**src/rtl/fetch_prefetch_queue.sv**
```systemverilog
// Prefetching fetch unit: sequential IMEM requests buffered into a
// DEPTH-entry queue of {instr, pc} with redirect/flush and backpressure.
module fetch_prefetch_queue #(
    parameter int unsigned           ADDR_WIDTH  = 32,
    parameter int unsigned           INSTR_WIDTH = 32,
    parameter int unsigned           DEPTH       = 4,
    parameter logic [ADDR_WIDTH-1:0] RESET_PC    = '0,
    parameter int unsigned           PC_STEP     = 4
) (
    input  logic                         Clk,
    input  logic                         Reset,
    output logic                         ImemReqValid,
    output logic [ADDR_WIDTH-1:0]        ImemReqAddr,
    input  logic                         ImemRespValid,
    input  logic [INSTR_WIDTH-1:0]       ImemRespData,
    input  logic                         Redirect,
    input  logic [ADDR_WIDTH-1:0]        RedirectPC,
    input  logic                         Stall,
    output logic                         OutValid,
    input  logic                         OutReady,
    output logic [INSTR_WIDTH-1:0]       OutInstruction,
    output logic [ADDR_WIDTH-1:0]        OutPC,
    output logic [ADDR_WIDTH-1:0]        OutPCNext,
    output logic [$clog2(DEPTH+1)-1:0]   Count
);

    localparam int unsigned           PW   = $clog2(DEPTH);
    localparam int unsigned           CW   = $clog2(DEPTH+1);
    localparam logic [ADDR_WIDTH-1:0] STEP = ADDR_WIDTH'(PC_STEP);
    localparam logic [CW:0]           CAP  = (CW+1)'(DEPTH);

    logic [INSTR_WIDTH-1:0] q_instr [DEPTH];
    logic [ADDR_WIDTH-1:0]  q_pc    [DEPTH];

    logic [PW-1:0]         wptr;
    logic [PW-1:0]         rptr;
    logic [CW-1:0]         count;
    logic [ADDR_WIDTH-1:0] fetch_pc;
    logic [ADDR_WIDTH-1:0] inflight_pc;
    logic                  inflight;
    logic                  push;
    logic                  pop;
    logic                  issue;
    logic [CW:0]           credit;

    assign pop  = (count != '0) && OutReady;
    assign push = ImemRespValid && inflight && !Redirect;

    // Slots already promised (queued + in flight) minus the one leaving now.
    assign credit = {1'b0, count} + (CW+1)'(inflight) - (CW+1)'(pop);
    assign issue  = !Reset && !Redirect && !Stall && (credit < CAP);

    assign ImemReqValid = issue;
    assign ImemReqAddr  = fetch_pc;
    assign Count        = count;
    assign OutValid     = (count != '0);

    always_comb begin
        OutInstruction = '0;
        OutPC          = '0;
        OutPCNext      = '0;
        if (OutValid) begin
            OutInstruction = q_instr[rptr];
            OutPC          = q_pc[rptr];
            OutPCNext      = q_pc[rptr] + STEP;
        end
    end

    always_ff @(posedge Clk) begin
        if (Reset) begin
            fetch_pc    <= RESET_PC;
            inflight    <= 1'b0;
            inflight_pc <= '0;
            wptr        <= '0;
            rptr        <= '0;
            count       <= '0;
        end else if (Redirect) begin
            fetch_pc <= RedirectPC;
            inflight <= 1'b0;
            wptr     <= '0;
            rptr     <= '0;
            count    <= '0;
        end else begin
            if (issue) begin
                fetch_pc    <= fetch_pc + STEP;
                inflight_pc <= fetch_pc;
                inflight    <= 1'b1;
            end else if (ImemRespValid) begin
                inflight <= 1'b0;
            end
            if (push) begin
                wptr <= wptr + PW'(1);
            end
            if (pop) begin
                rptr <= rptr + PW'(1);
            end
            count <= count + CW'(push) - CW'(pop);
        end
    end

    always_ff @(posedge Clk) begin
        if (!Reset && push) begin
            q_instr[wptr] <= ImemRespData;
            q_pc[wptr]    <= inflight_pc;
        end
    end

endmodule

```
**config.mk**
```make
export PLATFORM = sky130hd
export DESIGN_NAME = fetch_prefetch_queue
export DESIGN_NICKNAME = d
export VERILOG_FILES = /design/src/rtl/fetch_prefetch_queue.sv
export SDC_FILE = /design/constraint.sdc
export NUM_CORES = 1
export LEC_CHECK = 0
export ABC_CLOCK_PERIOD_IN_PS = 8500
export CAP_MARGIN = 5
export CORE_MARGIN = 2
export CORE_UTILIZATION = 55
export CTS_BUF_LIST = sky130_fd_sc_hd__clkbuf_2 sky130_fd_sc_hd__clkbuf_4 sky130_fd_sc_hd__clkbuf_8
export CTS_CLUSTER_SIZE = 25
export DETAILED_ROUTE_END_ITERATION = 7
export DONT_BUFFER_PORTS = 1
export PLACE_DENSITY = 0.7
export SLEW_MARGIN = 25
export SYNTH_ARGS = -nofsm -noshare
export SYNTH_HDL_FRONTEND = slang
export SYNTH_SLANG_ARGS = --single-unit
```
**constraint.sdc**
```tcl
create_clock -name Clk -period 8.5 [get_ports Clk]
set_input_delay 1.7 -clock Clk [delete_from_list [all_inputs] [get_ports Clk]]
set_output_delay 1.7 -clock Clk [all_outputs]
set_load 0.02 [all_outputs]
```
==> metrics.md, run 1 <==
| Metric | Value |
|---|---|
| Critical Path AT | `4.22 ns` |
| Vias per cell | `6.13` |
| Root buf cell | `clkbuf_8` |
| Number of port buffers | `0` |
| Post-Synth XOR/XNOR Area | `1.00%` |
| Number of max-cap violations | `0` |
| Die width | `164 um` |
| Io pins | `203` |
| Dominant synthesized flop cell | `edfxtp_1` |
| FF+latch count, synth | `330` |
| CP Max Fanout | `33` |
| Reg-to-reg slack, setup | `4.21 ns` |
| Post-DRT Antenna Nets | `0` |
| Reg2reg end | `ImemReqAddr[30]` |
| Worst Path Required | `6.80 ns` |
| Hold_buf cts | `0` |
| Worst-path clk slew | `0.06 ns` |
| Die area | `26800 um^2` |
| Startpoint type of the worst setup path | `input port` |
| Most frequent cells in the layout | `edfxtp_1 (256), nand2_1 (100), dfxtp_1 (72)` |
| First DRT Iteration DRCs | `785` |
| Clock tree buffer depth | `3` |
| Async SR Flop Fraction | `0%` |
| Hold Path Cell Cnt | `2` |
| Synth area leaders | `edfxtp_1 (55%), dfxtp_1 (11%), mux4_2 (8.2%)` |
| Cell Pwr Density | `202 nW/um^2` |
| Clock H-tree levels | `2` |
| Synth Area in Compound Gates | `5.40%` |
| Adder-cell share of the synthesized area | `1.13%` |
| Setup CP Type | `in -> out` |
| Status | `completed` |
| Synthesized area | `14000 um^2` |
| Initial antenna violation count | `0` |
| Min-Delay Endpoint | `inflight` |
| Mux contribution to synthesized area | `11.6%` |
| Die H | `164 um` |
| Total GRT Usage | `21.8%` |
| Area of the core | `25100 um^2` |
| ANT cells | `0` |
| Min-Delay Path Class | `reg -> reg` |
| Seq/Total Area, Yosys | `65.5%` |
| Clock sinks | `330` |
| Worst r2r path cells | `13` |
| Fin crit share | `69.6%` |
| Global route total overflow | `0` |
| # DRC | `0` |
| Yosys top cell area share | `54.9%` |
| Endpoint class of the critical path | `output port` |
| Post-CTS setup buffer count | `0` |
| Fin crit period | `5.92 ns` |
| RSZ-0062 raised after global routing | `no` |
| Post-CTS resize count | `0` |
| Post-synth EDFFs | `256` |
| Commonest non-fill, non-tap cell in the layout | `edfxtp_1` |
| TritonCTS clock tree | `built` |
| Post-DP HPWL | `18400 um` |
| Worst-case clock skew | `0.0236 ns` |
| Area growth syn-to-layout | `8.62%` |
| Simple-gate share of the synthesized area | `13.0%` |
| GP Congestion | `0.862` |
| Fin nets | `1065` |
| Largest net degree at the start of global routing | `67` |
| Synth Warn # | `0` |
| Hold violation total from the final report | `0` |
| TritonCTS buffer count | `51` |
| Final setup fails | `0` |
| Vias | `8274` |
| Fillers | `1958` |
| Syn avg cell area | `14.4 um^2` |
| Leading area contributor after synthesis | `edfxtp_1` |
| Crit Reg-Reg Startpoint | `Count[1]` |
| Mapped Nets | `1056` |
| Num rows | `58` |
| VDD IR max | `0.150 mV` |
| Relative slew slack | `34.8%` |
| Initial Util | `55.8%` |
| Drt wl/cell | `21.7 um` |
| Origin of the worst min-delay path | `inflight` |
| Leakage power | `4.80 nW` |
| First-pass DRT Iterations | `5` |
| Worst-skew pair later-pin latency | `0.57 ns` |
| Worst Tran Pin Value | `0.969 ns` |
| Synth cell types | `54` |
| Slew Limit Fails | `0` |
| Vias in the first global route | `8057` |
| Global-route wire length before repair | `44800 um` |
| Largest family of logic cells by synthesized area | `simple AND/OR/NAND/NOR gates` |
| Mapped Cells | `974` |
| Fmax | `169 MHz` |
| Power Total | `3.07 mW` |
| Routed wire length | `29200 um` |
| Setup TNS | `0 ns` |
| Fraction of layout cells with a size suffix above 1 | `16.9%` |
==> report_power, final <==
part / internal (mW) / switching (mW)
registers: 1.75 / 0.0401
logic: 0.0283 / 0.0524
clock network: 0.626 / 0.578
==> synthesized netlist by cell type, drive strengths merged (11+ instances only) <==
master	number
o21ai	14
edfxtp	256
ha	11
clkbuf	35
a21oi	44
nand4	19
inv	22
buf	20
xnor2	12
nor2	64
nand3	20
a311oi	19
or3	14
mux4	64
or4	22
and2	67
dfxtp	74
o31ai	16
nand2	100
==> registers in the layout (all words and copies together) (netlist names), named ones only <==
| name | cells |
|---|---|
| ImemReqAddr | 32 |
| wptr | 2 |
| inflight_pc | 32 |
| rptr | 2 |
| q_instr | 128 |
| q_pc | 128 |
| inflight | 1 |
| Count | 3 |
==> kinds of logic after synthesis <==
family | count (synthesis)
compound gates | 115
mux | 76
fa+ha+maj | 12
simple gates | 348
buf+inv | 77
xor+xnor | 16
flops | 330
==> through the flow <==
stage	util [%]	worst slack [ns]	instance area [um^2]	std cells	hold WS, ns
final	60.6	2.58	15200	1349	0.485
after global routing	60.6	2.22	15200	1349	0.521
after CTS	60.6	2.32	15200	1349	0.486
after detailed placement	56.9	2.37	14300	1260	0.474
after global placement	56.9	2.47	14300	1260	0.474
after floorplan	-	2.81	14000	974	0.458
==> worst max-delay path: stages <==
cell and delay (ns):
and2_1 0.24, ha_1 0.19, inv_1 0.04, ha_1 0.26, and3b_1 0.23, nor4_1 0.81
o311ai_2 0.19, clkinv_1 0.56
==> routing by layer <==
metal / GRT usage (%) / routed length, um
met1: 29.7 / 12200
met2: 34.5 / 13700
met3: 6.40 / 2790
met4: 6.26 / 554
met5: 0 / 0
==> layout make-up <==
type	instances	area, um^2	area share [%]
flip-flops and latches	330	9170	60.3
well taps	330	413	2.71
multi-input cells	567	4530	29.8
inverters	22	82.6	0.543
clock buffers	65	813	5.35
clock inverters	24	116	0.765
repair buffers	11	82.6	0.543
==> how the worst max path moves through the flow <==
stage	end	from	cells past startpoint
final	ImemReqValid	OutReady	8
after detailed placement	ImemReqValid	OutReady	8
after floorplan	ImemReqValid	OutReady	10
after global routing	ImemReqValid	Count[1]	11
after CTS	ImemReqValid	Count[1]	11
after global placement	ImemReqValid	OutReady	8
Power figures use the tool's default switching activity.
==> run 2: changes to the inputs <==
Settings changed: ABC_AREA set to 1, ABC_CLOCK_PERIOD_IN_PS 8500 to 5490.
Clock period 8.5 ns to 5.49 ns, I/O delays scaled along.
==> run 2 against run 1 <==
  * Final area up 9.0%
  * Area after synthesis grew 9.2%
  * Synthesized cell count up 77%
  * Flip-flop and latch count unchanged
  * Clock power is 70% higher
  * Routed wire length is 27% higher
  * Non-clock buffer count grew 2
  * Critical path depth up 4
  * Global-route usage is 3.5 points higher
  * Clock skew increased by 0.012 ns
  * Die area rose by 9.0%
  * Critical endpoint is now OutPCNext[28]
  * Highest routed layer unchanged
==> metrics.md, run 2 <==
| Metric | Value |
|---|---|
| Status | `completed` |
| Slowest stage delay, CP | `0.83 ns (+0.02 ns)` |
| Global-route wire length before repair | `57700 um (+29%)` |
| Post-synth EDFFs | `256 (unchanged)` |
| Commonest non-fill, non-tap cell in the layout | `nand2_1` |
| Worst-path cell chain | `buf_4 > o211ai_1 > nand2_1 > ha_1 > nand3_1 > nor2_2 > nand2_2 > nor2_2 > nand3_1 > nand2_1 > inv_1 > nor2_1` |
| Io pins | `203 (unchanged)` |
| Vias | `11700 (+41%)` |
| Hold_buf cts | `0 (unchanged)` |
| Startpoint type of the worst setup path | `register` |
| TritonCTS buffer count | `52 (+2.0%)` |
| Area growth syn-to-layout | `8.38%` |
| Global route total overflow | `0 (unchanged)` |
| Fin crit period | `4.91 ns` |
| Synth cell types | `35 (-35%)` |
| Clock tree buffer depth | `3 (unchanged)` |
| Mapped Nets | `1810 (+71%)` |
| Cell Pwr Density | `297 nW/um^2 (+47%)` |
| Die width | `171 um (+4.4%)` |
| Crit Reg-Reg Startpoint | `Count[1]` |
| Total GRT Usage | `25.3% (+3.5 points)` |
| Fin nets | `1796 (+69%)` |
| Most frequent cells in the layout | `nand2_1 (462), nor2_1 (336), edfxtp_1 (256)` |
| Worst Path Required | `4.39 ns (-2.41 ns)` |
| Largest net degree at the start of global routing | `108 (+61%)` |
| Min Hold Slack | `0.456 ns (-0.0288 ns)` |
| Post-CTS setup buffer count | `0 (unchanged)` |
| Post-DP HPWL | `23700 um (+29%)` |
| Mapped Cells | `1728 (+77%)` |
| Yosys top cell area share | `50.3% (-4.6 points)` |
| Vias per cell | `5.46 (-11%)` |
| Die H | `171 um (+4.4%)` |
| Seq/Total Area, Yosys | `59.9% (-5.5 points)` |
| Clock sinks | `330 (unchanged)` |
| FF+latch count, synth | `330 (unchanged)` |
| Largest regs | `q_instr (128), q_pc (128)` |
| Design area | `16600 um^2 (+9.0%)` |
| Root buf cell | `clkbuf_8` |
| Leakage power | `6.28 nW (+31%)` |
| Min-Delay Path Class | `reg -> reg` |
| Setup TNS | `0 ns (unchanged)` |
| Drt wl/cell | `17.3 um (-20%)` |
| Finished Layout Cells | `2134 (+58%)` |
| Fmax | `204 MHz` |
| Fraction of layout cells with a size suffix above 1 | `7.69% (-9.2 points)` |
| Clock H-tree levels | `2 (unchanged)` |
| # DRC | `0 (unchanged)` |
| Slew Limit Fails | `0 (unchanged)` |
| Critical-path top delay cell | `dfxtp_2` |
| Final setup fails | `0 (unchanged)` |
| Relative slew slack | `28.9% (-5.9 points)` |
| Dominant synthesized flop cell | `edfxtp_1` |
| CP Max Fanout | `56 (+70%)` |
| Initial antenna violation count | `0 (unchanged)` |
| Num rows | `61 (+5.2%)` |
| Hold violation total from the final report | `0 (unchanged)` |
| First-pass DRT Iterations | `5 (unchanged)` |
| Setup CP Type | `reg -> out` |
| Synth Warn # | `0 (unchanged)` |
| Die area | `29200 um^2 (+9.0%)` |
| Initial Util | `55.5% (-0.26 points)` |
| Post-synth top cells | `nand2_1 (462), nor2_1 (340), edfxtp_1 (256), o21ai_0 (134), nand3_1 (103)` |
| Synth area leaders | `edfxtp_1 (50%), nand2_1 (11%), dfxtp_1 (9.7%)` |
| Critical Path AT | `3.81 ns (-0.41 ns)` |
| Routed wire length | `37000 um (+27%)` |
| First DRT Iteration DRCs | `1194 (+52%)` |
| GP Congestion | `0.928 (+7.6%)` |
| Worst-skew pair later-pin latency | `0.58 ns (about the same)` |
| Most numerous cell in the Yosys netlist | `nand2_1` |
| Power Total | `4.92 mW (+60%)` |
| Endpoint class of the critical path | `output port` |
| Post-DRT Antenna Nets | `0 (unchanged)` |
| VDD IR max | `0.187 mV (+25%)` |
| Synthesized area | `15300 um^2 (+9.2%)` |
| Fin crit share | `89.3%` |
| TritonCTS clock tree | `built` |
| Worst Tran Pin Value | `1.07 ns (+0.100 ns)` |
| Dpl cells | `2038 (+62%)` |
| Origin of the worst min-delay path | `rptr[1]` |
| ANT cells | `0 (unchanged)` |
| Async SR Flop Fraction | `0% (unchanged)` |
| Syn avg cell area | `8.85 um^2 (-38%)` |
| Number of max-cap violations | `0 (unchanged)` |
| Area of the core | `27600 um^2 (+9.7%)` |
| Post-Place Cell Area | `15500 um^2 (+8.8%)` |
| Worst-path clk slew | `0.06 ns (about the same)` |
| RSZ-0062 raised after global routing | `no` |
| Worst-case clock skew | `0.0360 ns (+0.0124 ns)` |
| Vias in the first global route | `10800 (+34%)` |
| Post-CTS resize count | `0 (unchanged)` |
| Leading area contributor after synthesis | `edfxtp_1` |
| Number of port buffers | `0 (unchanged)` |
[run 2: report_power, final]
part / internal (mW) / total, mW / switching, mW
Clock: 1.10 / 2.04 / 0.940
Sequential: 2.71 / 2.77 / 0.0600
Combinational: 0.0332 / 0.106 / 0.0730
Total: 3.84 / 4.92 / 1.07
[run 2: worst paths after layout]
path,slack [ns],depth (start not counted),to
setup / recovery,0.58,12,OutPCNext[28]
hold reg to reg,0.46,2,register
hold / removal,0.46,2,register
setup reg to reg,1.57,18,ImemReqAddr[30]
[run 2: metal layers]
metal,track usage (%),up-vias,wire length [um]
met1,36.9,5413,16500
met5,0,-,0
met3,5.85,64,3530
met2,38.1,484,16200
li1,-,5693,-
met4,6.99,0,788
[run 2: cell type report]
cell class,count,area (um^2)
clock buffers,70,876
clock inverters,26,169
fillers,2279,11000
inverters,103,392
multi-input cells,1214,5360
flip-flops and latches,330,9170
well taps,378,473
repair buffers,13,135
[run 2: cells by family (layout without fill, tap and decap cells)]
| kind of cell | count (synthesis) | after routing | share of synthesized area, % |
|---|---|---|---|
| AND/OR/NAND/NOR | 948 | 948 | 24.8 |
| buffers and inverters | 184 | 212 | 5.26 |
| AO/OA/AOI/OAI | 236 | 236 | 7.96 |
| adder cells (fa/ha/maj) | 12 | 12 | 1.03 |
| XOR/XNOR | 18 | 18 | 1.03 |
| flip-flops | 330 | 330 | 59.9 |
[run 2: critical path, delay by kind of cell, from the launching register on]
family / cells / cell delay (ns)
AOI/OAI and AO/OA: 1 / 0.17
adders and majority gates: 1 / 0.17
buffers and inverters: 2 / 0.67
DFF: 1 / 0.83
and+or+nand+nor: 8 / 1.34
[run 2: per-stage QoR]
step	utilization [%]	setup slack, ns
final	60.2	0.585
after global routing	60.2	0.317
after CTS	60.2	0.585
after detailed placement	56.4	1.21
after global placement	56.4	1.25
after floorplan	-	0.811
==> run 3: changes to the inputs <==
Settings changed: PLACE_DENSITY 0.7 to 0.77.
==> run 3 against run 2 <==
  * Die area unchanged
  * Final area down 0.57%
  * Non-clock buffer count grew 1
  * Final cell count fell by 0.33%
  * Worst setup slack got worse by 0.091 ns
  * Global-route usage is 0.29 points higher
  * Sequential power about the same
  * Critical endpoint unchanged
  * Largest cell class unchanged
==> metrics.md, run 3 (synthesis results as in run 2) <==
| Metric | Value |
|---|---|
| Status | `completed` |
| Routed wire length | `37800 um (+2.2%)` |
| Worst-case clock skew | `0.0197 ns (-0.0163 ns)` |
| Startpoint type of the worst setup path | `register` |
| Die H | `171 um (unchanged)` |
| Worst Path Required | `4.39 ns (about the same)` |
| Area growth syn-to-layout | `7.76%` |
| Fmax | `200 MHz (-1.8%)` |
| Reg-to-reg slack, setup | `1.63 ns (+0.06 ns)` |
| Vias | `11800 (+1.6%)` |
| Post-DRT Antenna Nets | `0 (unchanged)` |
| Setup TNS | `0 ns (unchanged)` |
| Endpoint class of the critical path | `output port` |
| Die area | `29200 um^2 (unchanged)` |
| Fin nets | `1795 (-0.056%)` |
| Post-Place Cell Area | `15500 um^2 (-0.19%)` |
| Worst-path clk slew | `0.05 ns (about the same)` |
| Hold Path Cell Cnt | `2 (unchanged)` |
| Clock sinks | `330 (unchanged)` |
| Worst r2r path cells | `18 (unchanged)` |
| Critical Path AT | `3.90 ns (+0.09 ns)` |
| Root buf cell | `clkbuf_8` |
| Initial antenna violation count | `1 (+1)` |
| Num rows | `61 (unchanged)` |
| RSZ-0062 raised after global routing | `no` |
| Clock H-tree levels | `2 (unchanged)` |
| Hold violation total from the final report | `0 (unchanged)` |
| Final setup fails | `0 (unchanged)` |
| Fin crit share | `91.0% (+1.7 points)` |
| Slew Limit Fails | `0 (unchanged)` |
| TritonCTS clock tree | `built` |
| Area of the core | `27600 um^2 (unchanged)` |
| Clock tree buffer depth | `3 (unchanged)` |
| Total GRT Usage | `25.6% (+0.29 points)` |
| Design area | `16500 um^2 (-0.57%)` |
| Number of max-cap violations | `0 (unchanged)` |
| Io pins | `203 (unchanged)` |
| First DRT Iteration DRCs | `1052 (-12%)` |
| VDD IR max | `0.212 mV (+13%)` |
| Commonest non-fill, non-tap cell in the layout | `nand2_1` |
| Fraction of layout cells with a size suffix above 1 | `7.26% (-0.43 points)` |
| Most frequent cells in the layout | `nand2_1 (462), nor2_1 (336), edfxtp_1 (256)` |
| Worst Tran Pin Value | `1.02 ns (-0.0481 ns)` |
| Drt wl/cell | `17.8 um (+2.6%)` |
| Post-DP HPWL | `24700 um (+4.0%)` |
| Initial Util | `55.5% (unchanged)` |
| Final core utilization | `59.8% (-0.34 points)` |
| # DRC | `0 (unchanged)` |
| Die width | `171 um (unchanged)` |
| Global route total overflow | `0 (unchanged)` |
| Origin of the worst min-delay path | `rptr[1]` |
| Largest regs | `q_instr (128), q_pc (128)` |
| CP Max Fanout | `49 (-13%)` |
| Relative slew slack | `32.1% (+3.2 points)` |
| Global-route wire length before repair | `58200 um (+1.0%)` |
| Post-CTS setup buffer count | `0 (unchanged)` |
| Cell Pwr Density | `294 nW/um^2 (-0.83%)` |
| Leakage power | `6.22 nW (-0.81%)` |
| Min-Delay Path Class | `reg -> reg` |
| GP Congestion | `0.938 (+1.1%)` |
| First-pass DRT Iterations | `5 (unchanged)` |
| Min Hold Slack | `0.468 ns (+0.0113 ns)` |
| Setup CP Type | `reg -> out` |
| Vias in the first global route | `11000 (+1.9%)` |
| ANT cells | `0 (unchanged)` |
| Largest net degree at the start of global routing | `137 (+27%)` |
| Crit Reg-Reg Startpoint | `Count[1]` |
| Worst-skew pair later-pin latency | `0.57 ns (about the same)` |
| Post-CTS resize count | `0 (unchanged)` |
| Fin crit period | `5.00 ns (+0.0915 ns)` |
| Vias per cell | `5.56 (+1.9%)` |
| Number of port buffers | `0 (unchanged)` |
| TritonCTS buffer count | `50 (-3.8%)` |
| Hold_buf cts | `0 (unchanged)` |
| Reg2reg end | `ImemReqAddr[30]` |
==> run 3: changes by cell type in the layout (fill, tap and decap cells not counted) <==
cell	before	now
buf_12	3	0
buf_4	10	14
bufinv_16	1	0
clkbuf_4	14	19
clkinv_1	7	8
clkinv_2	14	3
inv_12	1	0
inv_2	5	4
==> run 3: area by class of cell <==
class / count / area (um^2)
clock buffer: 75 / 913
clock inverter: 13 / 67.6
fill: 2335 / 11100
inverter: 103 / 392
multi-input combinational: 1214 / 5360
sequential: 330 / 9170
tap: 378 / 473
timing repair buffer: 14 / 105
==> run 3: power by group <==
part           total [mW]  leakage (nW)  switching [mW]  internal [mW]
sequential           2.77          2.90          0.0597           2.71
combinational       0.106          2.81          0.0727         0.0333
clock                1.97         0.519           0.910           1.06
==> run 3: metrics by stage <==
step	cells	setup slack, ns	total power [mW]
2_1_floorplan	1728	0.811	2.90
3_3_place_gp	2039	1.21	2.92
3_5_place_dp	2039	1.09	2.93
4_1_cts	2127	0.478	4.88
5_1_grt	2127	0.202	4.99
6_report	2127	0.493	4.85
==> run 3: how the worst max path moves through the flow <==
stage / from / slack (ns) / to
floorplan: Redirect / 0.81 / q_instr[0][0]
global route: register / 0.20 / OutPCNext[28]
detailed placement: register / 1.09 / OutPCNext[28]
CTS: register / 0.48 / OutPCNext[28]
finish: register / 0.49 / OutPCNext[28]
global placement: register / 1.21 / OutPCNext[28]
==> run 3: worst max-delay path, stage by stage (launching register included) <==
cell and delay (ns):
dfxtp_2 0.91, buf_4 0.62, o211ai_1 0.19, nand2_1 0.15
ha_1 0.18, nand3_1 0.16, nor2_2 0.19, nand2_2 0.13
nor2_2 0.24, nand3_1 0.11, nand2_1 0.07, inv_1 0.04
nor2_1 0.33
==> run 3: routing by layer <==
metal,up-vias,global-route usage (%),wire length (um)
met3,73,6.20,4090
li1,5690,-,-
met1,5517,35.6,16000
met4,2,9.10,1030
met2,554,39.4,16700
met5,-,0,9
